**config.mk**
```make
export PLATFORM = sky130hd
export DESIGN_NAME = rename_feed_queue
export DESIGN_NICKNAME = d
export VERILOG_FILES = /design/src/rtl/rename_feed_queue_pkg.sv /design/src/rtl/rename_feed_ram.sv /design/src/rtl/rename_feed_queue.sv
export SDC_FILE = /design/constraint.sdc
export NUM_CORES = 1
export LEC_CHECK = 0
export BUFFER_PORTS_ARGS = -buffer_cell sky130_fd_sc_hd__buf_4
export CAP_MARGIN = 20
export CORE_MARGIN = 4
export CORE_UTILIZATION = 45
export DETAILED_ROUTE_END_ITERATION = 8
export GPL_TIMING_DRIVEN = 0
export SKIP_LAST_GASP = 1
export SYNTH_ARGS = -nofsm -noshare
export SYNTH_HDL_FRONTEND = slang
export SYNTH_SLANG_ARGS = --single-unit
```
**constraint.sdc**
```tcl
create_clock -name clk -period 9.7 [get_ports clk]
set_clock_uncertainty 0.15 [all_clocks]
set_input_delay 0.97 -clock clk [delete_from_list [all_inputs] [get_ports clk]]
set_output_delay 0.97 -clock clk [all_outputs]
set_load 0.01 [all_outputs]
```
**src/rtl/rename_feed_queue_pkg.sv**
```systemverilog
// Shared types and helpers for the decode-to-rename feed queue.
// Lane masks are widened to LANE_MAX before calling the helpers.
package rename_feed_queue_pkg;

  localparam int L_ADDR    = 5;
  localparam int PAYLOAD_W = 32;
  localparam int LANE_MAX  = 8;

  typedef enum logic {
    FILL,
    PAD
  } fe_state_t;

  typedef struct packed {
    logic [L_ADDR-1:0]    l_dst;
    logic [PAYLOAD_W-1:0] payload;
  } lane_t;

  function automatic int unsigned popcount(
    input logic [LANE_MAX-1:0] v
  );
    int unsigned c;
    c = 0;
    for (int i = 0; i < LANE_MAX; i++)
      c += 32'(v[i]);
    return c;
  endfunction

  // A mask is contiguous from lane 0 when mask+1 is a power of two.
  function automatic logic is_contiguous(
    input logic [LANE_MAX-1:0] v
  );
    logic [LANE_MAX-1:0] inc;
    inc = v + LANE_MAX'(1);
    return (v & inc) == '0;
  endfunction

endpackage

```
**src/rtl/rename_feed_ram.sv**
```systemverilog
// Circular entry storage: one write and one read port per lane.
// Addresses are base+lane and wrap naturally at DEPTH.
module rename_feed_ram
  import rename_feed_queue_pkg::*;
#(
  parameter int DEPTH       = 8,
  parameter int INSTR_COUNT = 2,
  localparam int PTRW       = $clog2(DEPTH)
) (
  input  logic                          clk,
  input  logic [INSTR_COUNT-1:0]        we,
  input  logic [PTRW-1:0]               waddr,
  input  lane_t [INSTR_COUNT-1:0]       wdata,
  input  logic [PTRW-1:0]               raddr,
  output lane_t [INSTR_COUNT-1:0]       rdata
);

  lane_t mem [DEPTH];

  always_ff @(posedge clk) begin
    for (int i = 0; i < INSTR_COUNT; i++)
      if (we[i])
        mem[waddr + PTRW'(i)] <= wdata[i];
  end

  always_comb begin
    for (int i = 0; i < INSTR_COUNT; i++)
      rdata[i] = mem[raddr + PTRW'(i)];
  end

endmodule

```
**src/rtl/rename_feed_queue.sv**
```systemverilog
// Decoded-instruction queue feeding lane-aligned bundles to rename.
// Starved partial bundles are padded after PAD_TIMEOUT cycles.
module rename_feed_queue
  import rename_feed_queue_pkg::*;
#(
  parameter int INSTR_COUNT = 2,
  parameter int L_REGISTERS = 32,
  parameter int DEPTH       = 8,
  parameter int PAYLOAD_W   = 32,
  parameter int PAD_TIMEOUT = 4,
  localparam int LA         = $clog2(L_REGISTERS),
  localparam int CW         = $clog2(DEPTH + 1)
) (
  input  logic                                clk,
  input  logic                                rst,
  input  logic [INSTR_COUNT-1:0]              in_valid,
  input  logic [INSTR_COUNT-1:0][LA-1:0]      in_l_dst,
  input  logic [INSTR_COUNT-1:0][PAYLOAD_W-1:0] in_payload,
  output logic                                in_ready,
  input  logic                                flush,
  input  logic                                stall,
  output logic                                inst_en,
  output logic                                l_dst_valid,
  output logic [INSTR_COUNT-1:0][LA-1:0]      l_dst,
  output logic [INSTR_COUNT-1:0]              lane_valid,
  output logic [INSTR_COUNT-1:0][PAYLOAD_W-1:0] out_payload,
  output logic [CW-1:0]                       occupancy
);

  localparam int PTRW = $clog2(DEPTH);
  localparam int PCW  = $clog2(PAD_TIMEOUT) + 1;

  fe_state_t state_q, state_d;
  logic [PTRW-1:0] head_q, tail_q;
  logic [CW-1:0] count_q, count_d;
  logic [PCW-1:0] pad_q, pad_d;
  logic [CW-1:0] n_push, n_pop;
  logic [INSTR_COUNT-1:0] we;
  logic push, pop, starve;
  lane_t [INSTR_COUNT-1:0] wr_lane, rd_lane;

  assign in_ready = !rst && !flush &&
                    (count_q <= CW'(DEPTH - INSTR_COUNT));
  assign push   = in_ready && (|in_valid);
  assign n_push = push ? CW'(popcount(LANE_MAX'(in_valid))) : '0;
  assign we     = in_ready ? in_valid : '0;

  always_comb begin
    for (int i = 0; i < INSTR_COUNT; i++) begin
      wr_lane[i].l_dst   = in_l_dst[i];
      wr_lane[i].payload = in_payload[i];
    end
  end

  rename_feed_ram #(
    .DEPTH      (DEPTH),
    .INSTR_COUNT(INSTR_COUNT)
  ) u_ram (
    .clk  (clk),
    .we   (we),
    .waddr(tail_q),
    .wdata(wr_lane),
    .raddr(head_q),
    .rdata(rd_lane)
  );

  // Starvation: a partial bundle sits with nothing arriving behind it.
  assign starve = (state_q == FILL) && (count_q != '0) &&
                  (count_q < CW'(INSTR_COUNT)) && (n_push == '0);

  always_comb begin
    state_d    = state_q;
    inst_en    = 1'b0;
    lane_valid = '0;
    n_pop      = '0;
    unique case (state_q)
      FILL: begin
        inst_en = count_q >= CW'(INSTR_COUNT);
        if (inst_en)
          lane_valid = '1;
        n_pop = CW'(INSTR_COUNT);
        if (starve && pad_q == PCW'(PAD_TIMEOUT - 1))
          state_d = PAD;
      end
      PAD: begin
        inst_en = 1'b1;
        for (int i = 0; i < INSTR_COUNT; i++)
          lane_valid[i] = CW'(i) < count_q;
        n_pop = count_q;
      end
    endcase
    if (rst || flush) begin
      inst_en    = 1'b0;
      lane_valid = '0;
    end
    pop = inst_en && !stall && !flush;
    // A push withdraws the padded bundle so the new entries can fill it.
    if (state_q == PAD && (pop || push))
      state_d = FILL;
    pad_d   = starve ? pad_q + PCW'(1) : '0;
    count_d = count_q + n_push - (pop ? n_pop : '0);
  end

  always_ff @(posedge clk) begin
    if (rst || flush) begin
      state_q <= FILL;
      head_q  <= '0;
      tail_q  <= '0;
      count_q <= '0;
      pad_q   <= '0;
    end else begin
      state_q <= state_d;
      head_q  <= head_q + PTRW'(pop ? n_pop : '0);
      tail_q  <= tail_q + PTRW'(n_push);
      count_q <= count_d;
      pad_q   <= pad_d;
    end
  end

  always_comb begin
    for (int i = 0; i < INSTR_COUNT; i++) begin
      l_dst[i]       = lane_valid[i] ? rd_lane[i].l_dst : '0;
      out_payload[i] = lane_valid[i] ? rd_lane[i].payload : '0;
    end
  end

  assign l_dst_valid = inst_en;
  assign occupancy   = count_q;

  a_count: assert property (@(posedge clk) disable iff (rst)
    count_q <= CW'(DEPTH));
  a_pop: assert property (@(posedge clk) disable iff (rst)
    pop |-> inst_en);
  a_lanes: assert property (@(posedge clk) disable iff (rst)
    is_contiguous(LANE_MAX'(lane_valid)));
  a_in_contig: assert property (@(posedge clk) disable iff (rst)
    is_contiguous(LANE_MAX'(in_valid)))
    else $error("in_valid not contiguous from lane 0");
  a_drop: assert property (@(posedge clk) disable iff (rst || flush)
    !(|in_valid) || in_ready)
    else $warning("push lanes dropped while queue not ready");

endmodule

```
Word-level counts from Yosys, hierarchy flattened
Memories as Yosys holds them, arrays and structs flattened. A register that Yosys moved wholly into a read port is not among the register bits.
Cells that the tools add are included.

storage, ports and cells
  word-level logic and storage cells = 62
  memories kept = 1
  register bits after elaboration = 14
  input port bits = 80
  bits in writable memories = 296
  output and inout bits = 83

memory list
  name       words  bits a word  read ports  clocked after memory_dff  wr ports  RTL line               source
  u_ram.mem  8      37           2           1                         2         rename_feed_ram.sv:18  lane_t mem [DEPTH];

operators by class
  reductions and logical operators = 20
  add/subtract/negate cells = 8
  mux-type cells = 20
  bitwise logic cells = 2
  $lt $le $gt $ge = 5
  equal/unequal tests = 1

operators by type and width
  operator                                                                              count
  32-bit 2-to-1 mux                                                                     2
  1-bit logical AND                                                                     10
  5-bit 2-to-1 mux                                                                      2
  3-bit by 1-bit adder with 3-bit output (second input constant)                        3
  1-bit by 4-bit < comparator with 1-bit output (first input constant)                  2
  2-bit 2-to-1 mux                                                                      4
  4-bit one-hot mux with 2 select lines                                                 1
  1-bit 2-to-1 mux                                                                      7
  2-bit OR reduction                                                                    3
  4-bit by 2-bit adder with 4-bit output                                                1
  4-bit by 2-bit greater-or-equal comparator with 1-bit output (second input constant)  1
  4-bit by 3-bit less-or-equal comparator with 1-bit output (second input constant)     1
  4-bit logical NOT                                                                     1
  4-bit by 2-bit < comparator with 1-bit output (second input constant)                 1
  4-bit 2-to-1 mux                                                                      1
  2-bit one-hot mux with 2 select lines                                                 1
  4-bit nonzero test                                                                    1
  4-bit subtractor                                                                      1
  3-bit by 2-bit adder with 3-bit output                                                1
  3-bit adder                                                                           1
  3-bit by 2-bit equality test with 1-bit output (second input constant)                1
  1-bit logical NOT                                                                     3
  3-bit 2-to-1 mux                                                                      1
  1-bit by 1-bit adder with 2-bit output                                                1
  other kinds (3)                                                                       5

Longest topological paths before layout
  depth in word-level cells = 10
  mapped depth = 12

By module
A second synthesis with hierarchy kept.

second synthesis, totals
  cell total of the unflattened synthesis = 1349
  area total of the unflattened synthesis = 19249.7 um2

modules (own cells, without submodules)
  module             sequential area each (um2)  area each (um2)  cells an instance  times used
  rename_feed_ram    8888.5                      17843.4          1175               1
  rename_feed_queue  280.3                       1406.3           174                1

Worst setup path after synthesis
No wires, ideal clock.

  path kind = input-to-reg
  from = input port rst
  to = memory u_ram.mem[4][0] (netlist bit), enable pin
  cell stages on the path = 6
  setup time = 0.534 ns
  data arrival time = 5.652 ns
  setup slack = 3.364 ns
  path buffers = 1
  path through = or2_1 or3_1 buf_6 clkinv_4 nand2_1 o41ai_1

RTL lines
  what                RTL line                 source
  start: declaration  rename_feed_queue.sv:15  input logic rst,
  end: declaration    rename_feed_ram.sv:18

==> impl_metrics.env <==
export IMPL_status="complete, no violations"
export IMPL_r2r_end="u_ram.mem[4][26]"
export IMPL_synth_area_sq_um=18500
export IMPL_ys_seq_area_share_pct=49.7
export IMPL_fill_cells=3363
export IMPL_rows=73
export IMPL_post_cts_resize_count=0
export IMPL_postCtsSetupRepairBufs=0
export IMPL_ff_latch_area_sq_um=9170
export IMPL_hp_class="reg -> reg"
export IMPL_setup_viol=0
export IMPL_drt_first_pass_iters=7
export IMPL_ir_drop_uv=113
export IMPL_hold_depth=1
export IMPL_core_sq_um=40100
export IMPL_crit_start="rst"
export IMPL_cts_root_buf="clkbuf_16"
export IMPL_synth_edf_count=296
export IMPL_antenna_found_initial=3
export IMPL_synth_seq_cells=310
export IMPL_worstSetupPathType="in -> out"
export IMPL_async_flop_share_pct=0
export IMPL_finalNetCount=1458
export IMPL_ys_top_cells_by_count="edfxtp_1 (296), mux2_2 (180), mux4_2 (148)"
export IMPL_slew_violations=0
export IMPL_synth_distinct_cells=42
export IMPL_place_gp_congestion=0.779
export IMPL_start_util_pct=46.0
export IMPL_die_area_sq_um=44300
export IMPL_port_buffers=162
export IMPL_drtIter0Drc=909
export IMPL_cts_tree="done"
export IMPL_p_leak_nw=8.06
export IMPL_reg2reg_slack_ns=6.37
export IMPL_hold_ws_ns=0.270
export IMPL_grt_pass1_vias=12100
export IMPL_worst_pin_slew_ns=1.10
export IMPL_ant_nets=0
export IMPL_grt_pass1_wl_mm=78.4
export IMPL_worstPathArrival_ns=3.71
export IMPL_setup_worst_path_end_class="primary output"
export IMPL_fin_crit_ns=4.83
export IMPL_synth_fp_nets=1226
export IMPL_drt_total_wl_mm=53.9
export IMPL_ctsHoldBuffers=0
export IMPL_wire_per_inst_um=28.2
export IMPL_cts_path_max_buffers=3
export IMPL_route_detailed_drc=0
export IMPL_h_tree_depth=2
export IMPL_grt_start_max_net_pins=21
export IMPL_fin_crit_sh_pct=49.8
export IMPL_synth_cells=1129
export IMPL_drive_gt1_share_pct=51.5
export IMPL_fmax_mhz=207
export IMPL_synth_top_cell_area_share_pct=48.2
export IMPL_clk_pin_slew_worst_paths_ns=0.05
export IMPL_required_ns=8.58
export IMPL_synthTopCellsByArea="edfxtp_1 (48%), mux4_2 (18%), mux2_2 (11%), mux2_4 (6.2%), mux2_1 (2.4%)"
export IMPL_vias=11300
export IMPL_min_to="pad_q[0]"
export IMPL_clk_latency_ns=0.53
export IMPL_overflow=0
export IMPL_via_per_inst=5.92
export IMPL_hpwl_mm=37.0
export IMPL_cts_made_buffers=37
export IMPL_slew_headroom_pct=26.4
export IMPL_yosysWarnings=0
export IMPL_synth_ff_type="edfxtp_1"
export IMPL_multi_input_area_sq_um=8510
export IMPL_reg2regPathDepth=8
export IMPL_die_height_um=211
export IMPL_yosysMostFrequentCell="edfxtp_1"
export IMPL_cap_violations=0
export IMPL_min_from="pad_q[0]"
export IMPL_cts_sinks=310
export IMPL_grt_usage_pct=24.0
export IMPL_finalPower_mw=2.97
export IMPL_die_w_um=211
export IMPL_rr_startpoint="occupancy[0]"
export IMPL_postSynthAreaPerCell_sq_um=16.3
export IMPL_ios=163
export IMPL_yosysTopAreaCell="edfxtp_1"
export IMPL_crit_path_start_kind="input port"
export IMPL_crit_fanout=10
export IMPL_rsz0062_at_grt="false"
export IMPL_hold_violations=0
export IMPL_pwr_density_cell_nw_per_um2=135
export IMPL_syn_to_final_growth_pct=18.9
## worst max-delay path, cell delays in order
cell and delay (ns):
buf_4 0.08, or2_1 0.10, clkbuf_1 0.37, nor2_1 0.16
nor2b_1 0.23, clkbuf_1 0.71, clkbuf_1 0.67, nor2_1 0.21
buf_4 0.20
## metrics by stage
stage	worst slack, ns	std cells	TNS (ns)	util, %	instance area [sq um]
global placement	-1.58	1816	-107.40	50.7	20300
floorplan	3.36	1129	0	-	18500
detailed placement	4.83	1845	0	52.1	20900
finish	4.87	1912	0	54.7	21900
global route	4.66	1912	0	54.7	21900
CTS	4.82	1908	0	54.6	21900
## where the power goes
part,leakage [nW],internal [mW],switching (mW)
Clock,0.507,0.698,0.540
Combinational,4.77,0.127,0.113
Sequential,2.79,1.48,0.00732
Total,8.06,2.31,0.660
## worst max path at each step
stage / to / cells after the start
after detailed placement: out_payload[21] / 9
final: out_payload[21] / 9
after CTS: out_payload[21] / 9
after floorplan: u_ram.mem[4][0] / 6
after global placement: u_ram.mem[4][19] / 7
after global routing: out_payload[21] / 9
## state kept, by name (all words and copies together) (netlist names)
signal     cells
u_ram.mem    296
tail_q         3
state_q        1
occupancy      4
head_q         3
pad_q          3
## routing by layer
metal	vias up	GRT usage [%]	part of all wire (%)
li1	4973	-	-
met1	5827	31.7	41
met2	414	40.8	50
met3	99	4.05	6.5
met4	2	8.00	3.2
met5	-	0	0.024
## cell usage in the layout, fill, tap and decap left out, drive strengths merged, types with 2 or more instances in the layout
cell type | netlist | final
diode | 0 | 2
buf | 63 | 255
clkinv | 1 | 17
fa | 4 | 4
o22ai | 37 | 37
mux4 | 148 | 148
xnor2 | 5 | 5
edfxtp | 296 | 296
o21ai | 3 | 3
mux2 | 296 | 296
or3 | 2 | 2
o31ai | 4 | 4
and3 | 2 | 2
nand4 | 5 | 5
xor2 | 2 | 2
ha | 13 | 13
inv | 88 | 88
dfxtp | 14 | 14
nand3 | 7 | 7
o41ai | 2 | 2
clkbuf | 22 | 69
nor2 | 54 | 54
mux2i | 37 | 37
and2 | 7 | 7
nand2 | 6 | 6
## cell families (layout without fill, tap and decap cells)
group / after synthesis / count (layout) / share of synthesized area, %
mux: 481 / 481 / 39.7
fa+ha+maj: 17 / 17 / 1.32
buf+inv: 174 / 430 / 4.73
flops: 310 / 310 / 49.7
simple gates: 88 / 88 / 2.37
compound gates: 51 / 51 / 1.80
other cells: 0 / 2 / 0
xor+xnor: 8 / 8 / 0.454
## area by class of cell
| cell class | count | share of cell area, % |
|---|---|---|
| antenna | 2 | 0.0228 |
| buffer | 85 | 2.44 |
| clock buffer | 47 | 4.39 |
| clock inverter | 16 | 0.325 |
| inverter | 89 | 1.55 |
| multi-input combinational | 645 | 38.8 |
| sequential | 310 | 41.8 |
| tap | 525 | 2.99 |
| timing repair buffer | 193 | 7.72 |
Note: power is estimated with default switching activity, not from simulation.
